<file path="config.mk">
export PLATFORM = sky130hd
export DESIGN_NAME = pipeline_hazard_ctrl_flat
export DESIGN_NICKNAME = d
export VERILOG_FILES = /design/src/rtl/pipeline_hazard_ctrl_pkg.sv /design/src/rtl/pipeline_hazard_ctrl_if.sv /design/src/rtl/pipeline_hazard_ctrl_syscall_drain_fsm.sv /design/src/rtl/pipeline_hazard_ctrl.sv /design/src/flat_wrapper.sv
export SDC_FILE = /design/constraint.sdc
export NUM_CORES = 1
export LEC_CHECK = 0
export BUFFER_PORTS_ARGS = -buffer_cell sky130_fd_sc_hd__clkbuf_2
export CAP_MARGIN = 20
export CORE_UTILIZATION = 51
export CTS_CLUSTER_DIAMETER = 150
export DETAILED_ROUTE_END_ITERATION = 8
export PLACE_DENSITY = 0.85
export SETUP_SLACK_MARGIN = 0.02
export SYNTH_ARGS = -nofsm -noshare
export SYNTH_HDL_FRONTEND = slang
export SYNTH_SLANG_ARGS = --single-unit
</file>
<file path="constraint.sdc">
create_clock -name clk -period 2.5 [get_ports clk]
set_input_delay 0 -clock clk [delete_from_list [all_inputs] [get_ports clk]]
set_output_delay 0 -clock clk [all_outputs]
set_load 0.05 [all_outputs]
</file>
<file path="src/rtl/pipeline_hazard_ctrl_pkg.sv">
// Shared definitions for the 5-stage MIPS hazard/sequencing controller.
//   drain_state_e : syscall drain FSM encoding (ST_RUN/ST_DRAIN/ST_EXEC/ST_HALT)
//   FWD_*         : EX operand forwarding select encoding
package pipeline_hazard_ctrl_pkg;

    typedef enum logic [1:0] {
        ST_RUN   = 2'd0,
        ST_DRAIN = 2'd1,
        ST_EXEC  = 2'd2,
        ST_HALT  = 2'd3
    } drain_state_e;

    localparam logic [1:0] FWD_RF  = 2'b00;
    localparam logic [1:0] FWD_WB  = 2'b01;
    localparam logic [1:0] FWD_MEM = 2'b10;

    localparam int unsigned DRAIN_CYCLES_DEF = 3;
    localparam int unsigned CNT_W_DEF        = 32;
    localparam int unsigned REG_AW_DEF       = 5;

endpackage

</file>
<file path="src/rtl/pipeline_hazard_ctrl_if.sv">
// Pipeline <-> hazard controller bundle.
//   master : pipeline datapath (drives stage register info, consumes stall/flush/fwd)
//   slave  : hazard controller
interface pipeline_hazard_ctrl_if #(
    parameter int unsigned REG_AW = 5,
    parameter int unsigned CNT_W  = 32
);
    // stage information from the datapath
    logic [REG_AW-1:0] rs_d, rt_d, rs_e, rt_e;
    logic [REG_AW-1:0] write_reg_e, write_reg_m, write_reg_w;
    logic              uses_rs_d, uses_rt_d;
    logic              branch_d, jr_d, jump_d, pc_src_d;
    logic              syscall_d, syscall_halt;
    logic              reg_write_e, reg_write_m, reg_write_w;
    logic              mem_to_reg_e, mem_to_reg_m;
    // controls back to the datapath
    logic              stall_f, stall_d, flush_d, flush_e;
    logic [1:0]        fwd_a_e, fwd_b_e;
    logic              fwd_a_d, fwd_b_d;
    logic              syscall_go, halted;
    logic [CNT_W-1:0]  stall_cnt, flush_cnt;

    modport master (
        output rs_d, rt_d, rs_e, rt_e, write_reg_e, write_reg_m, write_reg_w,
               uses_rs_d, uses_rt_d, branch_d, jr_d, jump_d, pc_src_d,
               syscall_d, syscall_halt, reg_write_e, reg_write_m, reg_write_w,
               mem_to_reg_e, mem_to_reg_m,
        input  stall_f, stall_d, flush_d, flush_e, fwd_a_e, fwd_b_e,
               fwd_a_d, fwd_b_d, syscall_go, halted, stall_cnt, flush_cnt
    );

    modport slave (
        input  rs_d, rt_d, rs_e, rt_e, write_reg_e, write_reg_m, write_reg_w,
               uses_rs_d, uses_rt_d, branch_d, jr_d, jump_d, pc_src_d,
               syscall_d, syscall_halt, reg_write_e, reg_write_m, reg_write_w,
               mem_to_reg_e, mem_to_reg_m,
        output stall_f, stall_d, flush_d, flush_e, fwd_a_e, fwd_b_e,
               fwd_a_d, fwd_b_d, syscall_go, halted, stall_cnt, flush_cnt
    );
endinterface

</file>
<file path="src/rtl/pipeline_hazard_ctrl_syscall_drain_fsm.sv">
// Syscall drain sequencer: on an accepted syscall, holds the front end for
// DRAIN_CYCLES so EX/MEM/WB retire, pulses syscall_go for one cycle, then
// returns to RUN or halts the core for an exit syscall.
//   clk, rst_n      : clock, async active-low reset
//   i_syscall_req   : syscall in ID accepted (RUN, no hazard stall)
//   i_syscall_halt  : syscall is exit, sampled with the request
//   o_state         : current sequencer state
//   o_syscall_go    : registered 1-cycle pulse while in EXEC
//   o_halted        : registered, set on entering HALT
module syscall_drain_fsm
    import pipeline_hazard_ctrl_pkg::*;
#(
    parameter int unsigned DRAIN_CYCLES = 3
) (
    input  logic         clk,
    input  logic         rst_n,
    input  logic         i_syscall_req,
    input  logic         i_syscall_halt,
    output drain_state_e o_state,
    output logic         o_syscall_go,
    output logic         o_halted
);
    localparam int unsigned DW = (DRAIN_CYCLES < 2) ? 1 : $clog2(DRAIN_CYCLES + 1);

    drain_state_e r_state;
    logic [DW-1:0] r_cnt;
    logic          r_halt_pend;
    logic          r_go;
    logic          r_halted;

    // State, drain counter and registered outputs
    always_ff @(posedge clk or negedge rst_n) begin
        if (!rst_n) begin
            r_state     <= ST_RUN;
            r_cnt       <= '0;
            r_halt_pend <= 1'b0;
            r_go        <= 1'b0;
            r_halted    <= 1'b0;
        end else begin
            r_go <= 1'b0;
            case (r_state)
                ST_RUN: begin
                    if (i_syscall_req) begin
                        r_state     <= ST_DRAIN;
                        r_cnt       <= DW'(DRAIN_CYCLES);
                        r_halt_pend <= i_syscall_halt;
                    end
                end
                ST_DRAIN: begin
                    // leave on the last drain cycle so DRAIN lasts exactly DRAIN_CYCLES
                    if (r_cnt <= DW'(1)) begin
                        r_cnt   <= '0;
                        r_state <= ST_EXEC;
                        r_go    <= 1'b1;
                    end else begin
                        r_cnt <= r_cnt - DW'(1);
                    end
                end
                ST_EXEC: begin
                    r_state  <= r_halt_pend ? ST_HALT : ST_RUN;
                    r_halted <= r_halt_pend;
                end
                ST_HALT: begin
                    r_state <= ST_HALT;
                end
                default: r_state <= ST_RUN;
            endcase
        end
    end

    assign o_state      = r_state;
    assign o_syscall_go = r_go;
    assign o_halted     = r_halted;
endmodule

</file>
<file path="src/rtl/pipeline_hazard_ctrl.sv">
// Hazard/sequencing controller for the 5-stage MIPS pipeline.
// Produces stall/flush for IF_ID and ID_EX, EX/ID forwarding selects,
// sequences syscalls through a drain FSM and keeps stall/flush statistics.
//   clk, rst_n : clock, async active-low reset
//   bus        : pipeline_hazard_ctrl_if.slave (stage info in, controls/stats out)
// Build option: PIPE_FORWARDING_EN enables forwarding (stall only on load-use
// and branch dependencies); without it every RAW dependency on EX/MEM stalls.
// stall/flush/fwd outputs are combinational so a hazard acts in the same cycle.
module pipeline_hazard_ctrl
    import pipeline_hazard_ctrl_pkg::*;
#(
    parameter int unsigned DRAIN_CYCLES = DRAIN_CYCLES_DEF,
    parameter int unsigned CNT_W        = CNT_W_DEF,
    parameter int unsigned REG_AW       = REG_AW_DEF
) (
    input  logic                   clk,
    input  logic                   rst_n,
    pipeline_hazard_ctrl_if.slave  bus
);
    // $zero is never a real producer
    function automatic logic reg_hit(input logic [REG_AW-1:0] src, input logic [REG_AW-1:0] dst);
        return (src != '0) && (src == dst);
    endfunction

    logic         w_rs_e, w_rt_e, w_rs_m, w_rt_m;
    logic         w_hazard;
    logic [1:0]   w_fwd_a_e, w_fwd_b_e;
    logic         w_fwd_a_d, w_fwd_b_d;
    drain_state_e w_state;
    logic         w_syscall_go, w_halted;
    logic         w_stall, w_flush_d, w_flush_e;
    logic         w_cnt_stall, w_cnt_flush;
    logic [CNT_W-1:0] r_stall_cnt, r_flush_cnt;

    // ID source matches against EX / MEM destinations, gated by operand use
    assign w_rs_e = bus.uses_rs_d & reg_hit(bus.rs_d, bus.write_reg_e);
    assign w_rt_e = bus.uses_rt_d & reg_hit(bus.rt_d, bus.write_reg_e);
    assign w_rs_m = bus.uses_rs_d & reg_hit(bus.rs_d, bus.write_reg_m);
    assign w_rt_m = bus.uses_rt_d & reg_hit(bus.rt_d, bus.write_reg_m);

`ifdef PIPE_FORWARDING_EN
    logic w_load_use, w_br_dep;
    assign w_load_use = bus.mem_to_reg_e & bus.reg_write_e & (w_rs_e | w_rt_e);
    assign w_br_dep   = (bus.branch_d | bus.jr_d) &
                        ((bus.reg_write_e & (w_rs_e | w_rt_e)) |
                         (bus.mem_to_reg_m & (w_rs_m | w_rt_m)));
    assign w_hazard   = w_load_use | w_br_dep;

    // MEM result is younger than WB, so it wins
    assign w_fwd_a_e = (bus.reg_write_m & reg_hit(bus.rs_e, bus.write_reg_m)) ? FWD_MEM :
                       (bus.reg_write_w & reg_hit(bus.rs_e, bus.write_reg_w)) ? FWD_WB : FWD_RF;
    assign w_fwd_b_e = (bus.reg_write_m & reg_hit(bus.rt_e, bus.write_reg_m)) ? FWD_MEM :
                       (bus.reg_write_w & reg_hit(bus.rt_e, bus.write_reg_w)) ? FWD_WB : FWD_RF;
    assign w_fwd_a_d = bus.reg_write_m & reg_hit(bus.rs_d, bus.write_reg_m);
    assign w_fwd_b_d = bus.reg_write_m & reg_hit(bus.rt_d, bus.write_reg_m);
`else
    logic w_unused_fwd_inputs;
    assign w_hazard  = (bus.reg_write_e & (w_rs_e | w_rt_e)) |
                       (bus.reg_write_m & (w_rs_m | w_rt_m));
    assign w_fwd_a_e = FWD_RF;
    assign w_fwd_b_e = FWD_RF;
    assign w_fwd_a_d = 1'b0;
    assign w_fwd_b_d = 1'b0;
    assign w_unused_fwd_inputs = ^{bus.rs_e, bus.rt_e, bus.write_reg_w, bus.reg_write_w,
                                   bus.mem_to_reg_e, bus.mem_to_reg_m, bus.branch_d};
`endif

    syscall_drain_fsm #(
        .DRAIN_CYCLES (DRAIN_CYCLES)
    ) u_drain (
        .clk            (clk),
        .rst_n          (rst_n),
        .i_syscall_req  (bus.syscall_d & ~w_hazard),
        .i_syscall_halt (bus.syscall_halt),
        .o_state        (w_state),
        .o_syscall_go   (w_syscall_go),
        .o_halted       (w_halted)
    );

    // Stall/flush by state: HALT > DRAIN/EXEC > hazard stall > branch flush
    always_comb begin
        w_stall   = 1'b0;
        w_flush_d = 1'b0;
        w_flush_e = 1'b0;
        case (w_state)
            ST_RUN: begin
                w_stall   = w_hazard;
                w_flush_e = w_hazard;
                w_flush_d = ~w_hazard & (bus.pc_src_d | bus.jump_d | bus.jr_d);
            end
            ST_DRAIN, ST_HALT: begin
                w_stall   = 1'b1;
                w_flush_e = 1'b1;
            end
            ST_EXEC: begin
                w_flush_d = 1'b1;
            end
            default: ;
        endcase
    end

    // Combinational controls read 0 while reset is held
    assign bus.stall_f    = rst_n & w_stall;
    assign bus.stall_d    = rst_n & w_stall;
    assign bus.flush_e    = rst_n & w_flush_e;
    assign bus.flush_d    = rst_n & w_flush_d;
    assign bus.fwd_a_e    = rst_n ? w_fwd_a_e : FWD_RF;
    assign bus.fwd_b_e    = rst_n ? w_fwd_b_e : FWD_RF;
    assign bus.fwd_a_d    = rst_n & w_fwd_a_d;
    assign bus.fwd_b_d    = rst_n & w_fwd_b_d;
    assign bus.syscall_go = w_syscall_go;
    assign bus.halted     = w_halted;

    // Saturating statistics; frozen in HALT
    assign w_cnt_stall = w_stall & ((w_state == ST_RUN) | (w_state == ST_DRAIN));
    assign w_cnt_flush = w_flush_d & (w_state != ST_HALT);

    always_ff @(posedge clk or negedge rst_n) begin
        if (!rst_n) begin
            r_stall_cnt <= '0;
            r_flush_cnt <= '0;
        end else begin
            if (w_cnt_stall && (r_stall_cnt != '1)) r_stall_cnt <= r_stall_cnt + CNT_W'(1);
            if (w_cnt_flush && (r_flush_cnt != '1)) r_flush_cnt <= r_flush_cnt + CNT_W'(1);
        end
    end

    assign bus.stall_cnt = r_stall_cnt;
    assign bus.flush_cnt = r_flush_cnt;
endmodule

</file>
<file path="src/flat_wrapper.sv">
// flat-port wrapper written by rule: the top's interface ports become plain ports
module pipeline_hazard_ctrl_flat import pipeline_hazard_ctrl_pkg::*;
#(
    parameter int unsigned DRAIN_CYCLES = DRAIN_CYCLES_DEF,
    parameter int unsigned CNT_W        = CNT_W_DEF,
    parameter int unsigned REG_AW       = REG_AW_DEF
)
  (clk, rst_n, bus_rs_d, bus_rt_d, bus_rs_e, bus_rt_e, bus_write_reg_e, bus_write_reg_m, bus_write_reg_w, bus_uses_rs_d, bus_uses_rt_d, bus_branch_d, bus_jr_d, bus_jump_d, bus_pc_src_d, bus_syscall_d, bus_syscall_halt, bus_reg_write_e, bus_reg_write_m, bus_reg_write_w, bus_mem_to_reg_e, bus_mem_to_reg_m, bus_stall_f, bus_stall_d, bus_flush_d, bus_flush_e, bus_fwd_a_e, bus_fwd_b_e, bus_fwd_a_d, bus_fwd_b_d, bus_syscall_go, bus_halted, bus_stall_cnt, bus_flush_cnt);
  pipeline_hazard_ctrl_if #(.REG_AW(REG_AW), .CNT_W(CNT_W)) bus_i ();
  input  logic clk;
  input  logic rst_n;
  input wire logic [$bits(bus_i.rs_d)-1:0] bus_rs_d;
  input wire logic [$bits(bus_i.rt_d)-1:0] bus_rt_d;
  input wire logic [$bits(bus_i.rs_e)-1:0] bus_rs_e;
  input wire logic [$bits(bus_i.rt_e)-1:0] bus_rt_e;
  input wire logic [$bits(bus_i.write_reg_e)-1:0] bus_write_reg_e;
  input wire logic [$bits(bus_i.write_reg_m)-1:0] bus_write_reg_m;
  input wire logic [$bits(bus_i.write_reg_w)-1:0] bus_write_reg_w;
  input wire logic [$bits(bus_i.uses_rs_d)-1:0] bus_uses_rs_d;
  input wire logic [$bits(bus_i.uses_rt_d)-1:0] bus_uses_rt_d;
  input wire logic [$bits(bus_i.branch_d)-1:0] bus_branch_d;
  input wire logic [$bits(bus_i.jr_d)-1:0] bus_jr_d;
  input wire logic [$bits(bus_i.jump_d)-1:0] bus_jump_d;
  input wire logic [$bits(bus_i.pc_src_d)-1:0] bus_pc_src_d;
  input wire logic [$bits(bus_i.syscall_d)-1:0] bus_syscall_d;
  input wire logic [$bits(bus_i.syscall_halt)-1:0] bus_syscall_halt;
  input wire logic [$bits(bus_i.reg_write_e)-1:0] bus_reg_write_e;
  input wire logic [$bits(bus_i.reg_write_m)-1:0] bus_reg_write_m;
  input wire logic [$bits(bus_i.reg_write_w)-1:0] bus_reg_write_w;
  input wire logic [$bits(bus_i.mem_to_reg_e)-1:0] bus_mem_to_reg_e;
  input wire logic [$bits(bus_i.mem_to_reg_m)-1:0] bus_mem_to_reg_m;
  output wire logic [$bits(bus_i.stall_f)-1:0] bus_stall_f;
  output wire logic [$bits(bus_i.stall_d)-1:0] bus_stall_d;
  output wire logic [$bits(bus_i.flush_d)-1:0] bus_flush_d;
  output wire logic [$bits(bus_i.flush_e)-1:0] bus_flush_e;
  output wire logic [$bits(bus_i.fwd_a_e)-1:0] bus_fwd_a_e;
  output wire logic [$bits(bus_i.fwd_b_e)-1:0] bus_fwd_b_e;
  output wire logic [$bits(bus_i.fwd_a_d)-1:0] bus_fwd_a_d;
  output wire logic [$bits(bus_i.fwd_b_d)-1:0] bus_fwd_b_d;
  output wire logic [$bits(bus_i.syscall_go)-1:0] bus_syscall_go;
  output wire logic [$bits(bus_i.halted)-1:0] bus_halted;
  output wire logic [$bits(bus_i.stall_cnt)-1:0] bus_stall_cnt;
  output wire logic [$bits(bus_i.flush_cnt)-1:0] bus_flush_cnt;
  assign bus_i.rs_d = bus_rs_d;
  assign bus_i.rt_d = bus_rt_d;
  assign bus_i.rs_e = bus_rs_e;
  assign bus_i.rt_e = bus_rt_e;
  assign bus_i.write_reg_e = bus_write_reg_e;
  assign bus_i.write_reg_m = bus_write_reg_m;
  assign bus_i.write_reg_w = bus_write_reg_w;
  assign bus_i.uses_rs_d = bus_uses_rs_d;
  assign bus_i.uses_rt_d = bus_uses_rt_d;
  assign bus_i.branch_d = bus_branch_d;
  assign bus_i.jr_d = bus_jr_d;
  assign bus_i.jump_d = bus_jump_d;
  assign bus_i.pc_src_d = bus_pc_src_d;
  assign bus_i.syscall_d = bus_syscall_d;
  assign bus_i.syscall_halt = bus_syscall_halt;
  assign bus_i.reg_write_e = bus_reg_write_e;
  assign bus_i.reg_write_m = bus_reg_write_m;
  assign bus_i.reg_write_w = bus_reg_write_w;
  assign bus_i.mem_to_reg_e = bus_mem_to_reg_e;
  assign bus_i.mem_to_reg_m = bus_mem_to_reg_m;
  assign bus_stall_f = bus_i.stall_f;
  assign bus_stall_d = bus_i.stall_d;
  assign bus_flush_d = bus_i.flush_d;
  assign bus_flush_e = bus_i.flush_e;
  assign bus_fwd_a_e = bus_i.fwd_a_e;
  assign bus_fwd_b_e = bus_i.fwd_b_e;
  assign bus_fwd_a_d = bus_i.fwd_a_d;
  assign bus_fwd_b_d = bus_i.fwd_b_d;
  assign bus_syscall_go = bus_i.syscall_go;
  assign bus_halted = bus_i.halted;
  assign bus_stall_cnt = bus_i.stall_cnt;
  assign bus_flush_cnt = bus_i.flush_cnt;
  pipeline_hazard_ctrl #(.DRAIN_CYCLES(DRAIN_CYCLES), .CNT_W(CNT_W), .REG_AW(REG_AW)) u_core (.clk(clk), .rst_n(rst_n), .bus(bus_i));
endmodule
</file>
==> impl_metrics.ini <==
[run_status]
status = finished clean

[final_layout]
nNetsFinal = 511
multi_input_comb_area_mm2 = 0.00183
final_cell_mix = 99 x clkbuf_2, 68 x dfrtp_1, 55 x xnor2_1, 28 x nand2_1, 27 x xor2_1
stdcell_count = 560
regArea_mm2 = 0.00178
fillCellCount = 550
final_common_cell = clkbuf_2
area_growth_pct = 21.7
diodes = 0
drive_gt1_share_pct = 30.4

[grt]
grt.total_usage_pct = 22.6
grt_max_degree = 54
grt-ovfl-total = 0
first_global_vias = 2891
antenna_found_initial = 0
grt_pass1_wl_um = 13600

[clock_tree]
path_clk_slew_ns = 0.07
cts_tree = done
clock_latency_ns = 0.33
cts.htree.levels = 3
cts_sinks = 71
cts_hold_buffers = 2
cts_setup_buffers = 0
clockRootBuffer = clkbuf_8
clockBufferDepth = 2
numCtsBuffers = 9
ctsResizeCount = 0

[logic_synthesis]
syn_inst = 353
ys_types = 38
synth_warnings = 0
netlist_area_mm2 = 0.00375
ys_ff_latch = 71
yosysSeqAreaShare_pct = 47.4
synth.avg_cell_area_um2 = 10.6

[route]
wl_met1_um = 3580
drt_iter0_markers = 123
avgRoutedWirePerCell_um = 14.3
drt_wl_total_um = 7980
first_pass_iters = 4
antenna_left = 0
drcViolationCount = 0
dr_total_vias = 3024
vias_per_cell = 5.40
maxUsedRoutingLayer = met4
met3WireLength_um = 483
route.met2.wl_um = 3850

[setup_path]
worstRegToRegCells = 7
r2r-end = u_core.bus.stall_cnt[1]
critPathLaunchType = flop
end_kind = flop
crit_end = u_core.bus.stall_cnt[1]
startpoint = u_core.bus.stall_cnt[14]
worstPathArrival_ns = 2.56
worst-r2r-setup-slack_ns = 0.16
path_class = reg -> reg
r2r-start = u_core.bus.stall_cnt[14]
worstPathMaxFanout = 32
cp.required_ns = 2.71

[power_and_ir_drop]
power_w = 0.00390
ir_drop_mv = 0.790
powerDensity_mw_per_mm2 = 855
leakage_nw = 1.98

[sta]
tns_ns = 0
worst_slew_pin_slew_ns = 0.654
fmax_mhz = 427
maxSlewHeadroom_pct = 56.4
skew_ns = 0.00984
hold_viol = 0
hold_ws_ns = 0.136
rsz0062_at_grt = no
period_minus_slack_ns = 2.34
maxSlewViolCount = 0
finalSetupViolations = 0
fin_crit_sh_pct = 93.7

[die]
die-width_um = 87.8
ios = 126
placementRows = 30
die_area_mm2 = 0.00770
die_h_um = 87.8
core_mm2 = 0.00694
start_util_pct = 54.0

[job]
maxCapViolCount = 0

[hold_path]
hp-class = in -> async

[place]
dp_cells = 542
place.gp.congestion = 0.917
dpl.hpwl_um = 5990
io_buffers = 100
-- routing by layer --
| metal | vias up | GRT usage, % |
|---|---|---|
| li1 | 1449 | - |
| met1 | 1463 | 29.7 |
| met2 | 104 | 36.7 |
| met3 | 8 | 7.26 |
| met4 | 0 | 4.92 |
| met5 | - | 0 |
-- cell type report --
class | count | area share [%]
Sequential cell | 71 | 39.0
Clock buffer | 13 | 3.48
Tap cell | 96 | 2.63
Timing Repair Buffer | 109 | 12.8
Inverter | 8 | 0.658
Multi-Input combinational cell | 260 | 40.0
Clock inverter | 3 | 1.43
-- state kept, by name, summed over array words and instances, names as in the netlist --
signal	count
u_core.u_drain.o_state	2
u_core.bus.flush_cnt	32
u_core.u_drain.r_cnt	2
u_core.u_drain.o_halted	1
u_core.u_drain.o_syscall_go	1
u_core.bus.stall_cnt	32
u_core.u_drain.r_halt_pend	1
-- cell usage after synthesis, drive strengths merged --
master,number,share of area (%)
and3,12,2.1
mux2,3,0.90
nor3,12,1.6
nor2,12,1.2
a21oi,2,0.27
o21a,2,0.40
ha,2,0.67
nor4,16,3.7
o21ai,7,1.0
a31o,1,0.23
conb,1,0.10
nand2,28,2.8
a32oi,2,0.97
nand2b,2,0.33
nand3,25,3.3
clkbuf,4,0.40
nand4b,1,0.23
a221oi,1,0.70
and2,5,0.90
dfrtp,71,47
buf,15,3.4
and4,9,2.2
or4,2,0.40
inv,8,0.80
a311oi,1,0.23
xor2,27,6.3
xnor2,55,13
nand4,24,4.0
o22ai,2,0.33
nor4b,1,0.23
-- power by group --
| part | switching (W) | internal, W | leakage, nW |
|---|---|---|---|
| Clock | 0.000401 | 0.000616 | 0.114 |
| Sequential | 0.000259 | 0.00134 | 0.857 |
| Combinational | 0.000960 | 0.000322 | 1.01 |
| Total | 0.00162 | 0.00228 | 1.98 |
-- metrics by stage --
| step | area, um2 | worst slack [ns] | utilization, % |
|---|---|---|---|
| floorplan | 3780 | 0.0265 | - |
| global placement | 4320 | 0.229 | 62.2 |
| detailed placement | 4320 | 0.195 | 62.2 |
| CTS | 4570 | 0.171 | 65.7 |
| global route | 4570 | 0.0566 | 65.7 |
| finish | 4570 | 0.157 | 65.7 |
-- how the worst min path moves through the flow --
stage / end / depth (start not counted)
after CTS: u_core.u_drain.r_cnt[1] / 4
final: u_core.bus.flush_cnt[7] / 2
after global routing: u_core.u_drain.r_cnt[1] / 4
after detailed placement: u_core.bus.flush_cnt[7] / 1
after global placement: u_core.bus.flush_cnt[7] / 1
after floorplan: u_core.bus.flush_cnt[0] / 0
-- kinds of logic (layout without fill, tap and decap cells) --
kind of cell	Yosys count	after routing	share of synthesized area, %
AO/OA/AOI/OAI	18	18	4.17
adder cells (fa/ha/maj)	2	2	0.667
XOR/XNOR	82	82	19.1
flip-flops	71	71	47.4
AND/OR/NAND/NOR	149	149	23.0
other	1	6	0.100
buffers and inverters	27	133	4.64
multiplexers	3	3	0.901
-- worst max-delay path: stages (launching register included) --
cell	delay (ns)
dfrtp_1	0.44
and4_1	0.25
and3_1	0.22
and4_1	0.27
and2_4	0.19
a221oi_4	0.28
buf_12	0.22
mux2_2	0.34
(Power assumes the default switching activity.)
